$ cat config.mk
export PLATFORM = sky130hd
export DESIGN_NAME = tmds_encoder
export DESIGN_NICKNAME = d
export VERILOG_FILES = /design/src/rtl/tmds_pkg.sv /design/src/rtl/tmds_channel_enc.sv /design/src/rtl/tmds_encoder.sv
export SDC_FILE = /design/constraint.sdc
export NUM_CORES = 1
export LEC_CHECK = 0
export ABC_AREA = 1
export CORE_AREA = 3 3 163 86
export CTS_CLUSTER_DIAMETER = 100
export DETAILED_ROUTE_END_ITERATION = 6
export DIE_AREA = 0 0 166 89
export PLACE_DENSITY = 0.81
export SYNTH_ARGS = -nofsm -noshare
export SYNTH_HDL_FRONTEND = slang
export SYNTH_SLANG_ARGS = --single-unit
export TNS_END_PERCENT = 30
$ cat constraint.sdc
create_clock -name pixclk -period 4.4 [get_ports pixclk]
set_input_delay 1.32 -clock pixclk [delete_from_list [all_inputs] [get_ports pixclk]]
set_output_delay 1.32 -clock pixclk [all_outputs]
set_load 0.005 [all_outputs]
$ cat src/rtl/tmds_pkg.sv
// Shared TMDS constants: control tokens, counter width default, popcount.
package tmds_pkg;

    localparam int CNT_W_DEF = 6;

    localparam logic [9:0] CTL_00 = 10'b1101010100;
    localparam logic [9:0] CTL_01 = 10'b0010101011;
    localparam logic [9:0] CTL_10 = 10'b0101010100;
    localparam logic [9:0] CTL_11 = 10'b1010101011;

    function automatic logic [3:0] popcnt8(input logic [7:0] d);
        logic [3:0] n;
        n = '0;
        for (int i = 0; i < 8; i++) begin
            n = n + {3'b000, d[i]};
        end
        return n;
    endfunction

endpackage

$ cat src/rtl/tmds_channel_enc.sv
// One TMDS channel: stage 1 transition minimise, stage 2 DC balance.
// Optional sticky disparity monitor under TMDS_DISP_MON_EN.
module tmds_channel_enc
    import tmds_pkg::*;
#(
    parameter int CNT_W = CNT_W_DEF
) (
    input  logic       i_clk,
    input  logic       i_rst,
    input  logic [7:0] i_d,
    input  logic       i_de,
    input  logic [1:0] i_c,
    output logic [9:0] o_tmds,
    output logic       o_err
);

    localparam logic signed [CNT_W-1:0] TWO = CNT_W'(2);

    logic [3:0] w_n1;
    logic       w_xnor;
    logic [8:0] w_qm;

    logic [8:0] r_qm;
    logic       r_de;
    logic [1:0] r_c;

    always_comb begin
        logic [8:0] v;
        w_n1   = popcnt8(i_d);
        w_xnor = (w_n1 > 4'd4) ||
                 ((w_n1 == 4'd4) && !i_d[0]);
        v      = '0;
        v[0]   = i_d[0];
        for (int i = 1; i < 8; i++) begin
            v[i] = w_xnor ? ~(v[i-1] ^ i_d[i])
                          :  (v[i-1] ^ i_d[i]);
        end
        v[8]   = ~w_xnor;
        w_qm   = v;
    end

    always_ff @(posedge i_clk or posedge i_rst) begin
        if (i_rst) begin
            r_qm <= '0;
            r_de <= 1'b0;
            r_c  <= 2'b00;
        end else begin
            r_qm <= w_qm;
            r_de <= i_de;
            r_c  <= i_c;
        end
    end

    logic [3:0]              w_n1q;
    logic signed [CNT_W-1:0] w_bal;
    logic signed [CNT_W-1:0] w_two;
    logic signed [CNT_W-1:0] w_twon;
    logic signed [CNT_W-1:0] w_cnt_nxt;
    logic [9:0]              w_word;
    logic [9:0]              w_tok;
    logic                    w_pos;
    logic                    w_neg;
    logic                    w_case_a;
    logic                    w_case_b;

    logic signed [CNT_W-1:0] r_cnt;
    logic [9:0]              r_out;

    // w_bal is N1q - N0q = 2*N1q - 8
    assign w_n1q  = popcnt8(r_qm[7:0]);
    assign w_bal  = $signed(CNT_W'({w_n1q, 1'b0}))
                  - $signed(CNT_W'(8));
    assign w_two  = r_qm[8] ? TWO : '0;
    assign w_twon = r_qm[8] ? '0 : TWO;
    assign w_neg  = r_cnt[CNT_W-1];
    assign w_pos  = !w_neg && (r_cnt != '0);

    assign w_case_a = (r_cnt == '0) || (w_n1q == 4'd4);
    assign w_case_b = !w_case_a &&
                      ((w_pos && (w_n1q > 4'd4)) ||
                       (w_neg && (w_n1q < 4'd4)));

    always_comb begin
        w_word    = '0;
        w_cnt_nxt = r_cnt;
        unique case (1'b1)
            w_case_a: begin
                w_word = {~r_qm[8], r_qm[8],
                          r_qm[8] ? r_qm[7:0] : ~r_qm[7:0]};
                w_cnt_nxt = r_qm[8] ? r_cnt + w_bal
                                    : r_cnt - w_bal;
            end
            w_case_b: begin
                w_word    = {1'b1, r_qm[8], ~r_qm[7:0]};
                w_cnt_nxt = r_cnt + w_two - w_bal;
            end
            default: begin
                w_word    = {1'b0, r_qm[8], r_qm[7:0]};
                w_cnt_nxt = r_cnt + w_bal - w_twon;
            end
        endcase
    end

    always_comb begin
        w_tok = CTL_00;
        unique case (r_c)
            2'b00:   w_tok = CTL_00;
            2'b01:   w_tok = CTL_01;
            2'b10:   w_tok = CTL_10;
            default: w_tok = CTL_11;
        endcase
    end

    // blanking always restarts the disparity from zero
    always_ff @(posedge i_clk or posedge i_rst) begin
        if (i_rst) begin
            r_out <= CTL_00;
            r_cnt <= '0;
        end else if (!r_de) begin
            r_out <= w_tok;
            r_cnt <= '0;
        end else begin
            r_out <= w_word;
            r_cnt <= w_cnt_nxt;
        end
    end

    assign o_tmds = r_out;

`ifdef TMDS_DISP_MON_EN
    localparam logic signed [CNT_W-1:0] LIM_P = CNT_W'(10);
    localparam logic signed [CNT_W-1:0] LIM_N = -LIM_P;

    logic r_err;

    always_ff @(posedge i_clk or posedge i_rst) begin
        if (i_rst) begin
            r_err <= 1'b0;
        end else if (r_de &&
                     ((w_cnt_nxt > LIM_P) ||
                      (w_cnt_nxt < LIM_N))) begin
            r_err <= 1'b1;
        end
    end

    assign o_err = r_err;
`else
    assign o_err = 1'b0;
`endif

endmodule

$ cat src/rtl/tmds_encoder.sv
// Three-channel DVI/TMDS encoder, 2-cycle latency, pixel clock domain.
// Build with TMDS_DISP_MON_EN to enable the disparity monitor.
module tmds_encoder
    import tmds_pkg::*;
#(
    parameter int CNT_W = CNT_W_DEF
) (
    input  logic       pixclk,
    input  logic       rst,
    input  logic [7:0] red,
    input  logic [7:0] green,
    input  logic [7:0] blue,
    input  logic       de,
    input  logic       hsync,
    input  logic       vsync,
    output logic [9:0] TMDS_red,
    output logic [9:0] TMDS_green,
    output logic [9:0] TMDS_blue,
    output logic [2:0] disp_err
);

    logic w_err_r;
    logic w_err_g;
    logic w_err_b;

    tmds_channel_enc #(.CNT_W(CNT_W)) u_blue (
        .i_clk  (pixclk),
        .i_rst  (rst),
        .i_d    (blue),
        .i_de   (de),
        .i_c    ({vsync, hsync}),
        .o_tmds (TMDS_blue),
        .o_err  (w_err_b)
    );

    tmds_channel_enc #(.CNT_W(CNT_W)) u_green (
        .i_clk  (pixclk),
        .i_rst  (rst),
        .i_d    (green),
        .i_de   (de),
        .i_c    (2'b00),
        .o_tmds (TMDS_green),
        .o_err  (w_err_g)
    );

    tmds_channel_enc #(.CNT_W(CNT_W)) u_red (
        .i_clk  (pixclk),
        .i_rst  (rst),
        .i_d    (red),
        .i_de   (de),
        .i_c    (2'b00),
        .o_tmds (TMDS_red),
        .o_err  (w_err_r)
    );

    assign disp_err = {w_err_r, w_err_g, w_err_b};

endmodule

==> results of run 1 <==
flip-flops by register name, summed over array words and instances (netlist names):
signal	cells
u_blue.o_tmds	10
u_red.r_cnt	6
u_red.r_de	1
u_blue.r_qm	9
u_blue.r_cnt	6
u_green.r_qm	9
u_blue.r_c	2
u_red.o_tmds	10
u_red.r_qm	9
u_green.o_tmds	10
u_green.r_cnt	6
area by class of cell:
cell class	instances	area (um^2)
fill	939	4340
multi-input combinational	570	4264
sequential	78	1971
timing repair buffer	97	885.9
inverter	164	616.8
clock buffer	9	225.2
tap	170	212.7
clock inverter	7	75.07
worst max-delay path: cells and delay by family:
family	cells	cell delay, ps
adders and majority gates	4	1900
buffers and inverters	3	640
xor gates and xnor gates	2	350
and+or+nand+nor	4	330
final timing paths:
path	startpoint	to	slack, ps	cells past startpoint
max	green[4]	u_green.r_qm[5]$_DFF_PP0_	70	13
min	u_red.r_qm[4]$_DFF_PP0_	u_red.o_tmds[4]$_DFF_PP1_	480	2
max reg2reg	u_green.r_qm[0]$_DFF_PP0_	u_green.r_cnt[5]$_DFF_PP0_	160	19
min reg2reg	u_red.r_qm[4]$_DFF_PP0_	u_red.o_tmds[4]$_DFF_PP1_	480	2
max in group asynchronous	rst	u_blue.o_tmds[9]$_DFF_PP1_	2190	3
min in group asynchronous	rst	u_green.r_qm[1]$_DFF_PP0_	1410	2
cell families (layout without fill, tap and decap cells):
kind of cell,count (synthesis),in the layout,synth area share
compound gates,61,61,0.04765
xor+xnor,44,44,0.06097
fa+ha+maj,115,115,0.2630
buf+inv,177,277,0.1047
flops,78,78,0.2954
other cells,1,3,0.0005622
simple gates,347,347,0.2277
metrics by stage:
| stage | util | cells | hold slack (ps) |
|---|---|---|---|
| 2_1_floorplan | - | 825 | 436.8 |
| 3_5_place_dp | 0.6048 | 1070 | 459.7 |
| 5_1_grt | 0.6553 | 1095 | 525.0 |
| 6_report | 0.6553 | 1095 | 480.3 |
| 3_3_place_gp | 0.6048 | 1070 | 451.0 |
| 4_1_cts | 0.6345 | 1089 | 483.7 |
metal layers:
metal  global-route usage  wire, um
met1               0.2355      6194
met2               0.4319      8800
met3              0.04284       726
met4              0.07472       386
met5                    0         0
what timing repair did:
item                                    4_1_cts  5_1_grt
resized for setup                            14       45
endpoints found under the setup margin        8       34
gates cloned                                  0        0
setup buffers                                 3        6
pin swaps                                     3       21
layout by cell type, fill, tap and decap left out, types with 3 or more instances in the layout:
master           netlist  final
a21oi_1               31     27
a21oi_2                1      5
and2_1                 3      3
buf_4                  5     39
clkbuf_16              0      9
clkdlybuf4s50_1        0     50
conb_1                 1      3
dfrtp_1               63     63
dfstp_2               15     15
dlymetal6s2s_1         0      7
fa_1                  42     32
fa_2                   0     10
ha_1                  73     61
ha_4                   0     10
inv_1                161    154
inv_2                  2      8
inv_8                  0      3
nand2_1              164    158
nand2_2                7     11
nand3_1              106    103
nand3_2                3      4
nand3b_1               8      8
nor2_1                52     52
o21ai_0               21     21
o21ai_1                4      4
xnor2_1                9      9
xor2_1                33     29
xor2_2                 0      4
==> flow_summary.yaml, run 1 <==
timing:
  tns_ps: 0
  drv_slew: 0
  timing.final.ws_setup_ps: 67.54
  fin_crit_sh: 0.9846
  rsz0062_at_grt: "yes"
  fmax_ghz: 0.2308
  finalClockSkew_ps: 8.364
  tightestPinTransition_ps: 726.7
  finalSetupViolations: 0
  hold_viol_final: 0
  relSlewSlack: 0.5150
  min_period_ps: 4332
routing:
  via_per_inst: 5.243
  detail-route-antenna-nets: 0
  drc: 0
  drtIter0Drc: 395
  routedWlPerCell_um: 14.71
  vias: 5741
  wl_mm: 16.11
  first_pass_iters: 5
global_route:
  grt_max_degree: 45
  overflow: 0
  antenna_found_initial: 0
  grt_use_total: 0.2162
  grt_pass1_vias: 5863
  grt_pass1_wl_mm: 26.06
die:
  row_count: 29
  die_y_um: 89
  die_x_um: 166
  coreArea_um2: 12590
  ios: 62
  start_util: 0.5298
  die-area_um2: 14770
worst_setup_path:
  critPathKind: "in -> reg"
  start_kind: "input port"
  critPathArrivalTime_ps: 4550
  crit_slowest_cell: "fa_1"
  critPathCaptureType: "flip-flop"
  crit_top_cell: "fa_1"
  crit_path_max_incr_delay_ps: 570
  critPathMaxFanout: 3
  worstPathCellList: "clkdlybuf4s50_1 > inv_2 > fa_1 > fa_1 > inv_2 > fa_2 > fa_1 > nor2_1 > nand2_1 > nand2_1 > nand2_2 > xor2_2 > xor2_1"
  cp_data_required_time_ps: 4620
synth:
  syn-cell-area_um2: 6670
  synth_top_cells_by_count: "nand2_1, inv_1, nand3_1"
  synth-main-ff-cell: "dfrtp_1"
  synth_enable_flop_cells: 0
  async_reset_ff_frac: 1.000
  seq_area_frac_synth: 0.2954
  synth_cells: 823
  ys_types: 35
  syn_area_per_cell_um2: 8.105
  yosysTopAreaCellShare: 0.2364
  synth_top_area_cell: "dfrtp_1"
  synth-seq-cells: 78
  synth_most_common_cell: "nand2_1"
  yosys_warnings: 0
  synth_area_leaders: "dfrtp_1, ha_1, fa_1"
cts:
  clock-root-buffer: "clkbuf_16"
  cts_buffers: 9
  clk_pin_slew_ps: 70
  clk_path_buf_depth: 2
  hold_buffers: 0
  clock_sinks: 78
  clkLatencyLatePin_ps: 350
  cts_tree: "done"
  htreeDepth: 3
placement:
  dp_slack_ps: -549.5
  port_buffers: 58
  dpl.hpwl_mm: 11.51
  postPlaceCellArea_um2: 7615
  gp_congestion: 0.9161
outcome:
  status: "finished, final reports clean"
worst_hold_path:
  hp-class: "reg -> reg"
finish:
  n_antenna_cell: 0
  final_nets: 1064
  final_area_um2: 8250
  drive_gt1_frac: 0.1438
  syn_to_final_growth_pct: 23.69
flow_run:
  max-cap-violations: 0
Power of run 1 is left out: the tool's default activity adds up to more than one toggle a clock period on the data nets, which glitch-free logic cannot reach.
==> inputs of run 2 (changes only) <==
--- a/config.mk
+++ b/config.mk
@@ -7,7 +7,7 @@
 export LEC_CHECK = 0
 export ABC_AREA = 1
 export CORE_AREA = 3 3 163 86
-export CTS_CLUSTER_DIAMETER = 100
+export CTS_CLUSTER_DIAMETER = 200
 export DETAILED_ROUTE_END_ITERATION = 6
 export DIE_AREA = 0 0 166 89
 export PLACE_DENSITY = 0.81
==> results of run 2 <==
No change in the layout: final DEF, timing and power equal those of run 1.
Power of run 2 is left out for the same reason.
==> inputs of run 3 (changes only) <==
--- a/config.mk
+++ b/config.mk
@@ -6,6 +6,7 @@
 export NUM_CORES = 1
 export LEC_CHECK = 0
 export ABC_AREA = 1
+export ABC_CLOCK_PERIOD_IN_PS = 4400
 export CORE_AREA = 3 3 163 86
 export CTS_CLUSTER_DIAMETER = 200
 export DETAILED_ROUTE_END_ITERATION = 6
==> results of run 3 <==
No change in the layout: final DEF, timing and power equal those of run 1.
Power of run 3 is left out for the same reason.
